### config.mk
export PLATFORM = sky130hd
export DESIGN_NAME = mem_rep_out_port_flat
export DESIGN_NICKNAME = d
export VERILOG_FILES = /design/src/rtl/mem_port_pkg.sv /design/src/rtl/mem_rep_out_port_if.sv /design/src/rtl/mem_rep_out_port.sv /design/src/flat_wrapper.sv
export SDC_FILE = /design/constraint.sdc
export NUM_CORES = 1
export LEC_CHECK = 0
export CELL_PAD_IN_SITES_DETAIL_PLACEMENT = 1
export CELL_PAD_IN_SITES_GLOBAL_PLACEMENT = 1
export CORE_ASPECT_RATIO = 0.9
export CORE_MARGIN = 2
export CORE_UTILIZATION = 41
export DETAILED_ROUTE_END_ITERATION = 10
export PLACE_DENSITY_LB_ADDON = 0.1
export SLEW_MARGIN = 10
export SYNTH_ARGS = -nofsm -noshare
export SYNTH_HDL_FRONTEND = slang
export SYNTH_SLANG_ARGS = --single-unit
### constraint.sdc
create_clock -name clk -period 3.2 [get_ports clk]
set_clock_uncertainty 0.05 [all_clocks]
set_input_delay 0.64 -clock clk [delete_from_list [all_inputs] [get_ports clk]]
set_output_delay 0.64 -clock clk [all_outputs]
set_load 0.01 [all_outputs]
### src/rtl/mem_port_pkg.sv
// Shared definitions for the memory-side ring ports and the memory controller's
// reply-state decoding.
//   ST_*      : 2-bit port FSM encodings reported on fsm_state_out.
//   FLIT_*    : flit type codes carried with each 16-bit flit.
//   MIN_IDX / MAX_IDX : legal range of the last-flit index of a message.
//   clamp_idx : saturates a requested last-flit index into the legal range.
package mem_port_pkg;

    localparam int FLIT_W  = 16;
    localparam int MAX_IDX = 10;
    localparam int MIN_IDX = 2;

    typedef enum logic [1:0] {
        ST_IDLE = 2'b00,
        ST_HEAD = 2'b01,
        ST_BODY = 2'b10
    } port_state_e;

    localparam logic [1:0] FLIT_HEAD = 2'b01;
    localparam logic [1:0] FLIT_BODY = 2'b00;
    localparam logic [1:0] FLIT_TAIL = 2'b10;

    function automatic logic [3:0] clamp_idx(input logic [3:0] idx);
        if (idx < 4'(MIN_IDX)) begin
            return 4'(MIN_IDX);
        end else if (idx > 4'(MAX_IDX)) begin
            return 4'(MAX_IDX);
        end
        return idx;
    endfunction

endpackage

### src/rtl/mem_rep_out_port_if.sv
// Flit handshake between a memory-side OUT port and the ring router.
//   v_flit_out    : flit_out/flit_ctrl_out are valid
//   flit_out      : current 16-bit flit
//   flit_ctrl_out : flit type (head/body/tail)
//   ack_in        : router accepted the presented flit this cycle
// master = port side, slave = router side.
interface mem_rep_out_port_if;
    import mem_port_pkg::*;

    logic              v_flit_out;
    logic [FLIT_W-1:0] flit_out;
    logic [1:0]        flit_ctrl_out;
    logic              ack_in;

    modport master (output v_flit_out, output flit_out, output flit_ctrl_out, input ack_in);
    modport slave  (input v_flit_out, input flit_out, input flit_ctrl_out, output ack_in);

endinterface

### src/rtl/mem_rep_out_port.sv
// Memory-side OUT reply port. Captures one reply (head, addr, data and its
// last-flit index) from the memory controller and serialises it into 16-bit
// flits toward the ring router.
// Ports:
//   clk, rst           : clock, asynchronous active-low reset
//   en_flit_max_in     : load strobe for flit_max_in
//   flit_max_in[3:0]   : last-flit index for the next captured message
//   v_rep_in           : reply valid / capture strobe
//   head_in, addr_in, data_in : reply contents
//   rtr                : flit handshake to the router (master side)
//   fsm_state_out[1:0] : port state, decoded by the controller
//   overrun_err        : sticky, a reply arrived while the port was busy
//
// state   | meaning
// --------+-----------------------------------------------------------
// ST_IDLE | no message held; v_rep_in captures a new one
// ST_HEAD | presenting the head flit (index 0) until acked
// ST_BODY | presenting flit[cnt]; tail when cnt equals the latched max
module mem_rep_out_port
    import mem_port_pkg::*;
(
    input  logic          clk,
    input  logic          rst,
    input  logic          en_flit_max_in,
    input  logic [3:0]    flit_max_in,
    input  logic          v_rep_in,
    input  logic [15:0]   head_in,
    input  logic [31:0]   addr_in,
    input  logic [127:0]  data_in,
    mem_rep_out_port_if.master rtr,
    output logic [1:0]    fsm_state_out,
    output logic          overrun_err
);

    port_state_e state_q, state_d;
    logic [3:0]  cnt_q, cnt_d;
    logic [3:0]  fmax_prog_q;
    logic [3:0]  fmax_msg_q;
    // Element MAX_IDX holds the head so that flit index i sits at MAX_IDX - i.
    logic [MAX_IDX:0][FLIT_W-1:0] msg_q;
    logic              capture;
    logic              is_tail;
    logic [FLIT_W-1:0] cur_flit;

    assign capture  = (state_q == ST_IDLE) && v_rep_in;
    assign is_tail  = (cnt_q == fmax_msg_q);
    assign cur_flit = msg_q[4'(MAX_IDX) - cnt_q];

    always_comb begin
        state_d           = state_q;
        cnt_d             = cnt_q;
        rtr.v_flit_out    = 1'b0;
        rtr.flit_out      = '0;
        rtr.flit_ctrl_out = FLIT_BODY;
        case (state_q)
            ST_IDLE: begin
                if (v_rep_in) begin
                    state_d = ST_HEAD;
                    cnt_d   = 4'd0;
                end
            end
            ST_HEAD: begin
                rtr.v_flit_out    = 1'b1;
                rtr.flit_out      = cur_flit;
                rtr.flit_ctrl_out = FLIT_HEAD;
                if (rtr.ack_in) begin
                    state_d = ST_BODY;
                    cnt_d   = 4'd1;
                end
            end
            ST_BODY: begin
                rtr.v_flit_out    = 1'b1;
                rtr.flit_out      = cur_flit;
                rtr.flit_ctrl_out = is_tail ? FLIT_TAIL : FLIT_BODY;
                if (rtr.ack_in) begin
                    if (is_tail) begin
                        state_d = ST_IDLE;
                    end else begin
                        cnt_d = cnt_q + 4'd1;
                    end
                end
            end
            default: state_d = ST_IDLE;
        endcase
    end

    always_ff @(posedge clk or negedge rst) begin
        if (!rst) begin
            state_q     <= ST_IDLE;
            cnt_q       <= '0;
            fmax_prog_q <= 4'(MIN_IDX);
            fmax_msg_q  <= 4'(MIN_IDX);
            msg_q       <= '0;
            overrun_err <= 1'b0;
        end else begin
            state_q <= state_d;
            cnt_q   <= cnt_d;
            if (en_flit_max_in) begin
                fmax_prog_q <= clamp_idx(flit_max_in);
            end
            if (capture) begin
                msg_q      <= {head_in, addr_in, data_in};
                // A load coinciding with the capture applies to this message.
                fmax_msg_q <= en_flit_max_in ? clamp_idx(flit_max_in) : fmax_prog_q;
            end
            // Includes the tail-ack cycle: the port is still busy there.
            if (v_rep_in && (state_q != ST_IDLE)) begin
                overrun_err <= 1'b1;
            end
        end
    end

    assign fsm_state_out = state_q;

endmodule

### src/flat_wrapper.sv
// flat-port wrapper written by rule: the top's interface ports become plain ports
module mem_rep_out_port_flat import mem_port_pkg::*;
  (clk, rst, en_flit_max_in, flit_max_in, v_rep_in, head_in, addr_in, data_in, fsm_state_out, overrun_err, rtr_v_flit_out, rtr_flit_out, rtr_flit_ctrl_out, rtr_ack_in);
  mem_rep_out_port_if rtr_i ();
  input  logic clk;
  input  logic rst;
  input  logic en_flit_max_in;
  input  logic [3:0] flit_max_in;
  input  logic v_rep_in;
  input  logic [15:0] head_in;
  input  logic [31:0] addr_in;
  input  logic [127:0] data_in;
  output logic [1:0] fsm_state_out;
  output logic overrun_err;
  output wire logic [$bits(rtr_i.v_flit_out)-1:0] rtr_v_flit_out;
  output wire logic [$bits(rtr_i.flit_out)-1:0] rtr_flit_out;
  output wire logic [$bits(rtr_i.flit_ctrl_out)-1:0] rtr_flit_ctrl_out;
  input wire logic [$bits(rtr_i.ack_in)-1:0] rtr_ack_in;
  assign rtr_v_flit_out = rtr_i.v_flit_out;
  assign rtr_flit_out = rtr_i.flit_out;
  assign rtr_flit_ctrl_out = rtr_i.flit_ctrl_out;
  assign rtr_i.ack_in = rtr_ack_in;
  mem_rep_out_port u_core (.clk(clk), .rst(rst), .en_flit_max_in(en_flit_max_in), .flit_max_in(flit_max_in), .v_rep_in(v_rep_in), .head_in(head_in), .addr_in(addr_in), .data_in(data_in), .rtr(rtr_i), .fsm_state_out(fsm_state_out), .overrun_err(overrun_err));
endmodule
After elaboration in Yosys (flattened, before gate mapping). Cells that the tools add are included.

Logic and storage cells: 62. Register bits after elaboration: 191. Output and inout bits: 22. Input bits: 185.

Reductions and logical operators: 8. Equality and inequality tests: 8. Mux-type cells: 25. $lt $le $gt $ge: 3. Add/subtract/negate cells: 2.

Operators with widths (count): 16-bit binary-select mux with 4-bit select (1); 4-bit 2-to-1 mux (9); 16-bit 2-to-1 mux (2); 4-bit one-hot mux with 3 select lines (1); 2-bit 2-to-1 mux (5); 2-bit inequality test (second input constant) (4); 2-bit one-hot mux with 3 select lines (1); 4-bit by 5-bit less-than comparator with 1-bit output (second input constant) (1); 1-bit 2-to-1 mux (5); 5-bit AND reduction (1); 4-bit by 1-bit adder with 4-bit output (second input constant) (1); 4-bit == test (1); 4-bit > comparator (second input constant) (1); 4-bit by 2-bit less-than comparator with 1-bit output (second input constant) (1); 2-bit one-hot mux with 2 select lines (1); 4-bit AND reduction (1); 4-bit subtractor (first input constant) (1); 3-bit nonzero test (1); 2-bit by 1-bit == test with 1-bit output (second input constant) (1); 2-bit == test (second input constant) (1); 1-bit logical AND (2); 2-bit zero test (1); 2-bit by 1-bit inequality test with 1-bit output (second input constant) (1); 2-bit nonzero test (1); 2-bit OR reduction (1).

Logic depth before layout (Yosys ltp).
Word-level depth: 6. Mapped depth: 8. Mapped depth without buffers: 6.

Worst setup path after synthesis. OpenSTA, ideal clock, no wires.

Kind: register to output. Start point: register u_core.cnt_q[1]. End point: output rtr_flit_out[10]. Data arrival time: 1830 ps. Required time: 2510 ps. Buffers on the path: 2. Setup slack: 680 ps. Stages on the path, launching flop included: 7. Cells stage by stage: dfrtp_1 ha_1 buf_2 buf_1 mux2i_1 o21ai_0 a32o_2.

Longest elaborated chain between the ends: 4.

Ends and longest elaborated chain: from (decl) (RTL line mem_rep_out_port.sv:36) `logic [3:0] cnt_q, cnt_d;`; from (signal assigned) (RTL line mem_rep_out_port.sv:97) `cnt_q <= cnt_d;`; 4-bit subtractor (RTL line mem_rep_out_port.sv:47) `assign cur_flit = msg_q[4'(MAX_IDX) - cnt_q];`; 16-bit binary-select mux with 4-bit select (RTL line mem_rep_out_port.sv:47); 16-bit 2-to-1 mux (implied by the code) (RTL line mem_rep_out_port.sv:47); 16-bit 2-to-1 mux (RTL line mem_rep_out_port.sv:55) `case (state_q)`; to (decl) (RTL line flat_wrapper.sv:16) `output wire logic [$bits(rtr_i.flit_out)-1:0] rtr_flit_out;`.

No other way between the ends. The select of a mux whose other input is x is not followed.

Final worst setup path.
Start point: register u_core.cnt_q[0]. End point: output rtr_flit_out[4].

Same word-level chain as after synthesis.

==> results list <==
- The run finished with clean final reports.
* Die height: 144 um
- For the worst setup path, the data required time is 2510 ps.
- Across all layers, the routed design uses 6298 vias.
* Number of antenna violations at the first check in global routing: 5
* First-iteration detailed-routing DRC count: 216
- Of the total synthesized cell area, the portion taken by full adders, half adders and majority gates is 0.00978.
- After detailed routing, the average wire length per cell comes to 23.5 um.
- Leak Pwr: 5.27 nW
* Power density over the cells: 978 nW/um^2
* Pin count of the biggest net entering global routing: 87
* Clock-pin slew of the registers on the worst-case setup and hold paths: 70 ps
- Layout cells sized above 1: 0.388
- The post-synthesis compound-gate area fraction came to 0.0672.
* Setup crit end kind: primary output
- Worst-path cell with the longest stage delay: dfrtp_2
- The cell that appears most often on the critical path is buf_12.
- Before antenna repair, the detailed router went through 6 iterations.
- Detail Placement HPWL: 19300 um
- Reg-to-reg critical path startpoint: u_core.fsm_state_out[0]$_DFFE_PN0P_
- Row generation in the floorplan step produced 51 rows.
- Summing every instance area after synthesis gives 8950 sq um.
* Area of the placeable core: 21500 sq um
* Share of flip-flops with an asynchronous set or reset: 1.00
* Critical path class: register to primary output
- Clock latency on the worst-skew pair, taken at its later pin, is 430 ps.
* List of cells traversed by the critical path: buf_8, buf_12, and3b_1, or4_4, a21boi_4, buf_6, buf_12, a32o_2, buf_2
* Delay contributed by the slowest stage of the critical path: 450 ps
* Proportion of synthesized area in mux cells: 0.320
* Clock root cell: clkbuf_16
- Of the total synthesized cell area, the portion taken by XOR and XNOR cells is 0.00880.
- Synthesis produced a netlist whose cell count is 656.
- In the finished design, the share of the clock period the worst path needs comes to 0.985.
- Global-route wire length before repair: 41900 um
* Peak supply drop: 0.000440 V
* Warnings, synthesis: 0
- Total number of H-tree levels: 4
- The worst setup path is launched from a register.
* Leftover overflow at the end of global routing: 0
- In the synthesized netlist the dominant register cell turns out to be dfrtp_1.
* Area share of the largest cell type after synthesis: 0.528
* Count of buffers from port buffering: 206
* Unrepaired setup endpoints after global routing: yes
- Width of the die: 160 um
- The setup check on the worst reg-to-reg path leaves a slack of 980 ps.
- The biggest area contributor in the post-synthesis netlist is dfrtp_1.
- Synthesis-to-layout area growth: 42.7%
- In this run the count of I/O pins placed on the die edge is 207.
* TritonCTS clock tree: built
- Across the run, the number of max-cap violations was 0.
- Deepest clock path buffer count: 2
- Post-Route WL: 28000 um
* Gp weighted congestion: 0.855
* Via count of the first global-routing pass: 7156
* Capture point of the worst reg-to-reg path: u_core.cnt_q[0]$_DFFE_PN0P_
- In this run the mean area of a mapped cell was 13.6 sq um.
- Ranking of synthesized cells by area: dfrtp_1 53%, mux2_2 23%, mux2i_1 8.9%
- Die Footprint: 23000 sq um
- Number of enable flip-flop cells after synthesis: 0
- The final layout contains 1077 nets.
- The design draws 12.5 mW.
- The initial utilization of the core area, before any placement, comes to 0.416.
* Nets in the synthesized netlist: 848
* Worst reg2reg path depth: 6
* Slew at the pin with the worst max-slew slack: 729 ps
* Number of pins with negative max-slew slack in the final report: 0
- Setup total negative slack on the finished layout was measured at 0 ps.
- Final hold violation count: 0
* Detail Route Antenna Nets: 0
* Via-to-Cell Ratio: 5.29
- Number of buffers added by the clock tree synthesis step: 17
- For this run, the total global-route usage over all layers was measured as 0.245.
- Of the total synthesized cell area, the portion taken by AND, OR, NAND and NOR gates is 0.0312.
- TritonCTS Sinks: 191
* Fmax: 317 MHz
- After synthesis, the netlist uses 41 different library cells.
- Relative slew margins: 0.514
* Sequential-to-total area share from yosys stat: 0.534
- Setup violation total in the final timing report: 0
- Final period demand of the worst path: 3150 ps
- In this run, synthesis produced a sequential element count of 191.
* Combinational family with the most area after synthesis: multiplexers
* Number of design rule violations left after detail routing: 0
* Class of the tightest hold or removal check: input port to asynchronous set/reset pin
* Signal arrival time at the worst endpoint: 2460 ps
- Largest fanout of any net on the critical path: 7
==> timing repair <==
item                                    in CTS  in global routing
gates resized for setup                    136                 35
endpoints found under the setup margin      17                 17
setup buffers                               14                  5
hold buffers                                 0                  0
cloned                                       7                  2
pin swaps                                    5                  8
hold endpoints to repair                     0                  0
==> cell usage in the layout (no fill, tap or decap), types with 13 or more instances in the layout <==
cell	instances
clkdlybuf4s50_1	189
dfrtp_1	188
mux2_2	183
mux2i_1	54
buf_4	25
a22oi_1	23
clkbuf_16	19
nand2_1	17
a32o_2	14
mux2i_4	13
mux2i_2	13
buf_12	13
==> synth_stat cells (2+ instances only) <==
| master | number |
|---|---|
| nand3_1 | 6 |
| and2_1 | 6 |
| buf_4 | 2 |
| mux2_2 | 183 |
| o22ai_1 | 2 |
| a21oi_1 | 3 |
| a32o_1 | 6 |
| o211ai_1 | 3 |
| clkbuf_2 | 2 |
| ha_1 | 7 |
| inv_1 | 8 |
| nor2b_1 | 2 |
| nor2_1 | 7 |
| o21ai_0 | 18 |
| buf_2 | 22 |
| xor2_1 | 2 |
| buf_1 | 3 |
| clkbuf_1 | 14 |
| dfrtp_1 | 189 |
| buf_6 | 3 |
| nand2_1 | 20 |
| mux2i_1 | 80 |
| a32o_2 | 10 |
| a22oi_1 | 32 |
| nand4_1 | 3 |
| xnor2_1 | 7 |
| dfstp_2 | 2 |
==> final cells by class <==
class / instances / area (sq um)
antenna: 1 / 2.50
fill: 2082 / 8730
timing repair buffer: 256 / 2780
clock buffer: 21 / 450
inverter: 8 / 30.0
multi-input combinational: 411 / 4230
clock inverter: 11 / 135
sequential: 191 / 4780
tap: 291 / 364
==> state kept, by name (all words and copies together) (netlist names) <==
signal / flops
u_core.fmax_msg_q: 4
u_core.cnt_q: 4
u_core.fsm_state_out: 2
u_core.msg_q: 176
u_core.overrun_err: 1
u_core.fmax_prog_q: 4
==> critical path: cells and delay by family, from the launching register on <==
family | cells | cell delay [ps]
buf+inv | 5 | 640
simple gates | 2 | 610
flops | 1 | 450
compound gates | 2 | 340
==> kinds of logic after synthesis <==
kind of cell / count (synthesis)
buf+inv: 54
xor+xnor: 9
compound gates: 79
flops: 191
fa+ha+maj: 7
mux: 263
simple gates: 53
==> through the flow <==
| step | hold slack, ps | utilization | instances | setup WS [ps] | area, sq um |
|---|---|---|---|---|---|
| 3_3_place_gp | 392 | 0.535 | 1131 | -184 | 11500 |
| 6_report | 208 | 0.594 | 1190 | 47.1 | 12800 |
| 5_1_grt | 255 | 0.594 | 1189 | -14.4 | 12800 |
| 4_1_cts | 238 | 0.588 | 1184 | -71.1 | 12600 |
| 3_5_place_dp | 434 | 0.535 | 1131 | -291 | 11500 |
| 2_1_floorplan | 294 | - | 656 | 680 | 8950 |
==> power by group <==
part	internal (mW)	switching (mW)	total (mW)	leakage (nW)
Clock	1.19	0.977	2.16	0.280
Combinational	3.37	2.55	5.93	2.73
Sequential	3.62	0.789	4.41	2.25
Total	8.18	4.32	12.5	5.27
==> layer usage <==
layer	share of wire	up-vias	track usage	routed length, um
met4	0.016	8	0.0588	458
met5	0.0020	-	0	57
met1	0.43	3235	0.308	12100
li1	-	2854	-	-
met3	0.053	37	0.0685	1470
met2	0.50	164	0.423	13900
==> worst max-delay path by stage <==
| stage | to | from | cells after the start |
|---|---|---|---|
| 2_1_floorplan | rtr_flit_out[10] | u_core.cnt_q[1]$_DFFE_PN0P_ | 6 |
| 3_5_place_dp | rtr_flit_out[12] | u_core.cnt_q[0]$_DFFE_PN0P_ | 7 |
| 4_1_cts | rtr_flit_out[1] | u_core.cnt_q[0]$_DFFE_PN0P_ | 9 |
| 5_1_grt | rtr_flit_out[14] | u_core.cnt_q[0]$_DFFE_PN0P_ | 7 |
| 6_report | rtr_flit_out[4] | u_core.cnt_q[0]$_DFFE_PN0P_ | 9 |
| 3_3_place_gp | rtr_flit_out[13] | u_core.cnt_q[0]$_DFFE_PN0P_ | 7 |
(Power assumes the default switching activity.)
